`src/rtl/ram_fifo_wr.sv`:
```
// Write-side front end of a RAM-backed FIFO: 2-entry skid buffer, registered RAM write port,
// write/read pointers, reserved and visible occupancy, and empty/full status.
module ram_fifo_wr #(
  parameter int unsigned FIFO_WIDTH   = 32,
  parameter int unsigned ADDR_WIDTH   = 5,
  parameter int unsigned AFULL_THRESH = 4
) (
  input  logic                  clk,
  input  logic                  rst_n,
  input  logic                  in_valid,
  input  logic [FIFO_WIDTH-1:0] in_data,
  output logic                  in_ready,
  output logic                  ram_wr_en,
  output logic [ADDR_WIDTH-1:0] ram_wr_addr,
  output logic [FIFO_WIDTH-1:0] ram_wr_data,
  input  logic                  ram_pop,
  output logic [ADDR_WIDTH-1:0] ram_rd_addr,
  output logic                  ram_fifo_empty,
  output logic                  fifo_full,
  output logic                  almost_full,
  output logic [ADDR_WIDTH:0]   count,
  output logic                  underflow_err
);

  localparam int unsigned DEPTH = 2 ** ADDR_WIDTH;
  localparam int unsigned CW    = ADDR_WIDTH + 1;
  localparam logic [CW-1:0] DepthC = CW'(DEPTH);
  localparam logic [CW-1:0] AfullC = CW'(AFULL_THRESH);

  logic [FIFO_WIDTH-1:0] skid_q [2];
  logic [FIFO_WIDTH-1:0] skid_d [2];
  logic [1:0]            occ_q, occ_d, occ_rem;
  logic                  in_ready_q, in_ready_d;
  logic                  wr_en_q, wr_en_d;
  logic [ADDR_WIDTH-1:0] wr_addr_q, wr_addr_d;
  logic [FIFO_WIDTH-1:0] wr_data_q, wr_data_d;
  logic [ADDR_WIDTH-1:0] wr_ptr_q, wr_ptr_d;
  logic [ADDR_WIDTH-1:0] rd_ptr_q, rd_ptr_d;
  logic [CW-1:0]         count_q, count_d;
  logic [CW-1:0]         rsv_q, rsv_d;
  logic                  underflow_q, underflow_d;

  logic                  accept, drain, pop_ok, pop_bad;
  logic [FIFO_WIDTH-1:0] head;

  always_comb begin
    accept  = in_valid & in_ready_q;
    // An empty skid lets the incoming word pass straight to the RAM write register.
    drain   = ((occ_q != 2'd0) | accept) & (rsv_q != DepthC);
    head    = (occ_q != 2'd0) ? skid_q[0] : in_data;
    pop_ok  = ram_pop & (count_q != '0);
    pop_bad = ram_pop & (count_q == '0);

    skid_d  = skid_q;
    occ_rem = occ_q;
    if (drain && occ_q != 2'd0) begin
      skid_d[0] = skid_q[1];
      occ_rem   = occ_q - 2'd1;
    end
    occ_d = occ_rem;
    if (accept && !(drain && occ_q == 2'd0)) begin
      skid_d[occ_rem[0]] = in_data;
      occ_d              = occ_rem + 2'd1;
    end
    in_ready_d = (occ_d < 2'd2);

    wr_en_d   = drain;
    wr_addr_d = wr_addr_q;
    wr_data_d = wr_data_q;
    wr_ptr_d  = wr_ptr_q;
    if (drain) begin
      wr_addr_d = wr_ptr_q;
      wr_data_d = head;
      wr_ptr_d  = wr_ptr_q + 1'b1;
    end

    rd_ptr_d    = pop_ok ? rd_ptr_q + 1'b1 : rd_ptr_q;
    // Reserved count includes the write in flight; visible count lags by the RAM write.
    rsv_d       = rsv_q + CW'(drain) - CW'(pop_ok);
    count_d     = count_q + CW'(wr_en_q) - CW'(pop_ok);
    underflow_d = underflow_q | pop_bad;
  end

  always_ff @(posedge clk) begin
    if (!rst_n) begin
      skid_q[0]   <= '0;
      skid_q[1]   <= '0;
      occ_q       <= 2'd0;
      in_ready_q  <= 1'b0;
      wr_en_q     <= 1'b0;
      wr_addr_q   <= '0;
      wr_data_q   <= '0;
      wr_ptr_q    <= '0;
      rd_ptr_q    <= '0;
      count_q     <= '0;
      rsv_q       <= '0;
      underflow_q <= 1'b0;
    end else begin
      skid_q[0]   <= skid_d[0];
      skid_q[1]   <= skid_d[1];
      occ_q       <= occ_d;
      in_ready_q  <= in_ready_d;
      wr_en_q     <= wr_en_d;
      wr_addr_q   <= wr_addr_d;
      wr_data_q   <= wr_data_d;
      wr_ptr_q    <= wr_ptr_d;
      rd_ptr_q    <= rd_ptr_d;
      count_q     <= count_d;
      rsv_q       <= rsv_d;
      underflow_q <= underflow_d;
    end
  end

  assign in_ready       = in_ready_q;
  assign ram_wr_en      = wr_en_q;
  assign ram_wr_addr    = wr_addr_q;
  assign ram_wr_data    = wr_data_q;
  assign ram_rd_addr    = rd_ptr_q;
  assign count          = count_q;
  assign underflow_err  = underflow_q;
  assign ram_fifo_empty = (count_q == '0);
  assign fifo_full      = (rsv_q == DepthC);
  assign almost_full    = ((DepthC - rsv_q) <= AfullC);

endmodule

```
`config.mk`:
```
export PLATFORM = sky130hd
export DESIGN_NAME = ram_fifo_wr
export DESIGN_NICKNAME = d
export VERILOG_FILES = /design/src/rtl/ram_fifo_wr.sv
export SDC_FILE = /design/constraint.sdc
export NUM_CORES = 1
export LEC_CHECK = 0
export ABC_AREA = 0
export BUFFER_PORTS_ARGS = -buffer_cell sky130_fd_sc_hd__buf_2
export CORE_MARGIN = 1
export CORE_UTILIZATION = 50
export DETAILED_ROUTE_END_ITERATION = 6
export PLACE_DENSITY = 0.75
export SLEW_MARGIN = 20
export SYNTH_ARGS = -nofsm -noshare
export SYNTH_HDL_FRONTEND = slang
export SYNTH_SLANG_ARGS = --single-unit
export TNS_END_PERCENT = 100
```
`constraint.sdc`:
```
create_clock -name clk -period 2.76 [get_ports clk]
set_input_delay 0.138 -clock clk [delete_from_list [all_inputs] [get_ports clk]]
set_output_delay 0.138 -clock clk [all_outputs]
set_load 0.02 [all_outputs]
```
# Word-level counts from Yosys, hierarchy flattened
# Index checks and enable logic that the tools add are counted.
# Widths: inputs -> output; s select.
word_totals:
  regBits: 128
  wordCells: 51
  inputBits: 36
classes:
  n_eq_ne: 2
  n_bitwise: 7
  n_mux: 8
  n_lt_le_gt_ge: 4
  addsub: 9
  reduce_logical: 9
ops:
  columns: ["cell", "n"]
  rows:
  - ["$mux 32", 3]
  - ["$bwmux 64", 1]
  - ["$mux 64", 1]
  - ["$demux 32 s1", 1]
  - ["$add 6x1->6", 2]
  - ["$sub 6x1->6", 2]
  - ["$add 5x1->5 const B", 2]
  - ["$eq 6x6->1 const B", 1]
  - ["$le 6x3->1 const B", 1]
  - ["$logic_not 6->1", 1]
  - ["$ne 6x6->1 const B", 1]
  - ["$reduce_bool 6->1", 1]
  - ["$sub 6x6->6 const A", 1]
  - ["$and 1x1->1", 4]
  - ["$logic_and 1x1->1", 4]
  - ["$mux 2", 2]
  - ["$add 2x1->2 const B", 1]
  - ["$ge 2x2->1 const B", 1]
  - ["$logic_not 2->1", 1]
  - ["$lt 2x1->1 const B", 1]
  - ["$lt 2x2->1 const B", 1]
  - ["$not 1->2", 1]
  - ["$or 1x1->1", 2]
  - ["$reduce_bool 2->1", 1]
  - ["other kinds (2)", 2]

# Logic depth before layout (Yosys ltp)
depth:
  word_depth: 12
  mapped_depth: 16
  ltp_nobuf: 14

# Worst setup path after synthesis
# Ideal clock, no wire load.
synth_path:
  path_kind: "register to register"
  startpoint: "reg rsv_q[3]"
  endpoint: "reg rsv_q[4]"
  stages_incl_launch_ff: 17
  setup_ps: 128
  arrival_ps: 2533
  path_slack_ps: 99
  cell_sequence: "dfxtp_1 inv_1 ha_1 nand4bb_1 buf_6 inv_2 buf_6 nor2_4 buf_2 xnor2_1 ha_1 inv_1 fa_1 o21bai_1 a21oi_1 xnor2_1 nor2_1"
synth_via:
  elab_chain_len: 4
synth_lines:
  columns: ["item", "line", "source"]
  rows:
  - ["start: declaration", "40", "logic [CW-1:0] rsv_q, rsv_d;"]
  - ["start signal: assignment", "109", "rsv_q <= rsv_d;"]
  - ["$ne 6x6->1", "49", "drain = ((occ_q != 2'd0) | accept) & (rsv_q != DepthC);"]
  - ["$and 1x1->1", "49", null]
  - ["$add 6x1->6 (*)", "79", "rsv_d = rsv_q + CW'(drain) - CW'(pop_ok);"]
  - ["$sub 6x1->6 (*)", "79", null]
# Mark *: on every way between the ends. The rest lies on a longest branch, timed or not.
# A chain may end at the register's enable or synchronous reset.

# Worst setup path in the final report
layout_path:
  startpoint: "reg count_q[3], in the netlist count[3]"
  endpoint: "reg count_q[4], in the netlist count[4]"
layout_via:
  elab_chain_len: 3
  word_cells_on_any_way: 4
layout_lines:
  columns: ["item", "line", "source"]
  rows:
  - ["start: declaration", "39", "logic [CW-1:0] count_q, count_d;"]
  - ["start signal: assignment", "108", "count_q <= count_d;"]
  - ["$reduce_bool 6->1", "51", "pop_ok = ram_pop & (count_q != '0);"]
  - ["$and 1x1->1", "51", null]
  - ["via pop_ok", "43", "logic accept, drain, pop_ok, pop_bad;"]
  - ["$sub 6x1->6", "80", "count_d = count_q + CW'(wr_en_q) - CW'(pop_ok);"]
# The timed path passes the listed nets, and every way through them passes these cells.

==> results.md <==
* Outcome: completed
* Number of I/O port buffers at 89
* Die X at roughly 110 um
* Most frequent CP cell: inv_1
* Cell with the most instances after synthesis: dfxtp_1
* Starting Density at 0.513
* Count of pins over their slew limit at 0
* Inserted Clock Buffers at 17
* Fraction of layout instances using a drive strength above 1 at 0.193
* Synth Area in Adders at 0.0545
* Crit path DAT at a little under 3 ns
* GP Congestion at a little under 0.8
* PD cells at ~1200 mW/mm^2
* Largest net degree at the start of global routing at 75
* Routed WL at about 14000 um
* Synth Register Bits at 128
* Critical path type: reg -> reg
* Initial DRT Pass Iterations at 5
* Max frequency at ~400 MHz
* Minimum clock period at approximately 2.5 ns
* Tcrit/Tclk final at 0.915
* Mapped Cells at between 600 and 700
* Leakage power at between 2 and 3 nW
* Std cell rows at 38
* Clock Skew at roughly 0.0055 ns
* Vias in the first global route at a little over 5000
* Die Area at 0.0115 sq mm
* Clock tree buffer depth at 2
* Die span in y at about 110 um
* Remaining Overflow, GRT at 0
* Vias at 5062
* Residual DRC count at 0
* CTS Sinks at roughly 130
* Root buf cell: clkbuf_8
* Slew @ Worst Pin at between 0.6 and 0.7 ns
* Cell taking the most area after synthesis: dfxtp_1
* Crit. End Element: register
* Mean area per synthesized cell at around 8.8 sq um
* Hold crit path type: in -> reg
* DR vias/cell at between 5 and 6
* Post-synthesis simple-gate area fraction at 0.139
* Setup total negative slack at 0 ns
* Final core utilization at 0.647
* First-pass GRT wire length at ~23000 um
* Post-route ant nets at 0
* Worst setup margin at 0.236 ns
* Slowest stage cell, crit path: fa_1
* Mux contribution to synthesized area at 0.0738
* Worst skew pair latency at 0.52 ns
* Clk pin slew, worst setup/hold paths at approximately 0.060 ns
* Syn_nets at 694
* I/O pin count at 90
* Crit path max fanout at 6
* CP Cell Sequence: inv_1 > ha_1 > nand4bb_4 > nand2_2 > inv_1 > ha_1 > inv_1 > ha_1 > inv_1 > fa_1 > nand2b_1 > a21oi_1 > nor3_1 > nor3_1
* Core Box Area at around 0.011 sq mm
* Number of synthesized flops with an enable pin at 0
* Seq/Total Area, Yosys at 0.461
* Antenna cells at 0
* Pre-CTS WS at 0.185 ns
* Compound-cell area share of the yosys netlist at 0.192
* Routed wire per std cell at between 15 and 20 um
* Area grow syn2layout at 26.2%
* Gr usage total at 0.257
* Post-synth ARST share at 0
* Power Total at around 8.2 mW
* Type of origin of the critical path: register
* Post-CTS Setup Inserts at 0
* Largest family of logic cells by synthesized area: compound AO/OA/AOI/OAI gates
* Hold WS at between 0.07 and 0.08 ns
* Slew Limit Headroom at 0.539
* Synth Area in XOR/XNOR at 0.0268
* DRT iter0 DRCs at about 290
* Final Hold Vio Count at 0
* Synthesized cell area at about 0.0056 sq mm
* Synth top area cells: dfxtp_1 (46%), mux2i_1 (6.8%), o21ai_0 (5.1%)
* Critical Path Max Stage Delay at between 0.3 and 0.4 ns
* H-tree depth at 4
* VDD IR-drop max at slightly below 700 uV
* Synth top cells by count: dfxtp_1 (128), nand2_1 (71), nor2_1 (59), o21ai_0 (57), a21oi_1 (41)
* Required time of the critical path at between 3 and 4 ns
* Initial antenna violation count at 0
* Final nets at around 800
* Hpwl dp at between 8000 and 9000 um
* Synth warn at 0
* Post-synth top area share at 0.461
* Yosys cell types at 49
* # Max-Cap Violations at 0
* Fill count at 865
* TritonCTS clock tree: yes
* Ys flop type: dfxtp_1
* Final Setup Violations at 0
## stage by stage
stage	instance area, sq um	cells
after floorplan	5560	635
after global placement	6100	833
after detailed placement	6100	833
after CTS	7000	895
after global routing	7020	895
final	7020	895
## what timing repair did
action,CTS,global route
setup endpoints to repair,0,3
hold endpoints to repair,92,0
resized for setup,0,3
hold buffers,33,0
## power breakdown
| part | total (mW) | leakage, nW | switching [mW] | internal (mW) |
|---|---|---|---|---|
| registers | 2.63 | 1.04 | 0.307 | 2.33 |
| logic | 3.37 | 1.47 | 2.09 | 1.28 |
| clock network | 2.18 | 0.286 | 0.759 | 1.43 |
| total | 8.19 | 2.80 | 3.15 | 5.03 |
## path summary, 6_finish.rpt
check                start        endpoint  slack, ns  depth (start not counted)
max reg2reg       count[3]        count[4]       0.24                         14
min reg2reg  underflow_err   underflow_err       0.48                          2
max               count[3]        count[4]       0.24                         14
min                  rst_n  ram_wr_addr[3]       0.07                          3
## per-layer routing
| layer | wire (um) | global-route usage | vias to the layer above |
|---|---|---|---|
| li1 | - | - | 2452 |
| met1 | 6210 | 0.306 | 2404 |
| met2 | 7300 | 0.451 | 190 |
| met3 | 809 | 0.0569 | 16 |
| met4 | 148 | 0.0920 | 0 |
| met5 | 0 | 0 | - |
## layout by cell type, fill, tap and decap left out, types with 3 or more instances in the layout
| cell type | instances |
|---|---|
| a21oi_1 | 41 |
| a31oi_1 | 35 |
| and2_1 | 5 |
| buf_2 | 89 |
| buf_4 | 15 |
| bufinv_16 | 3 |
| clkbuf_16 | 16 |
| clkbuf_8 | 4 |
| clkinv_2 | 4 |
| dfxtp_1 | 128 |
| dlygate4sd3_1 | 33 |
| ha_1 | 19 |
| inv_1 | 21 |
| mux2i_1 | 38 |
| nand2_1 | 70 |
| nand2b_1 | 3 |
| nand3_1 | 5 |
| nand4_1 | 3 |
| nor2_1 | 59 |
| nor3_1 | 6 |
| o21ai_0 | 57 |
| o21ai_1 | 11 |
| o21bai_1 | 3 |
| o22ai_1 | 32 |
| xnor2_1 | 11 |
| xor2_1 | 6 |
## layout make-up
type | count | area (sq um) | area share
Tap cell | 140 | 175 | 0.0250
Clock buffer | 22 | 463 | 0.0660
Multi-Input combinational cell | 438 | 2730 | 0.389
Sequential cell | 128 | 2560 | 0.365
Timing Repair Buffer | 137 | 888 | 0.127
Clock inverter | 7 | 110 | 0.0157
Inverter | 23 | 86.3 | 0.0123
## cell families after synthesis
kind of cell,Yosys count
XOR/XNOR,17
flip-flops,128
AO/OA/AOI/OAI,189
multiplexers,40
buffers and inverters,69
AND/OR/NAND/NOR,169
adder cells (fa/ha/maj),23
## critical path: cells and delay by family (launching register included)
kind	cells	cell delay [ns]
adder cells (fa/ha/maj)	4	1.02
AO/OA/AOI/OAI	1	0.19
AND/OR/NAND/NOR	5	0.65
flip-flops	1	0.33
buffers and inverters	4	0.25
Power figures use the tool's default switching activity.
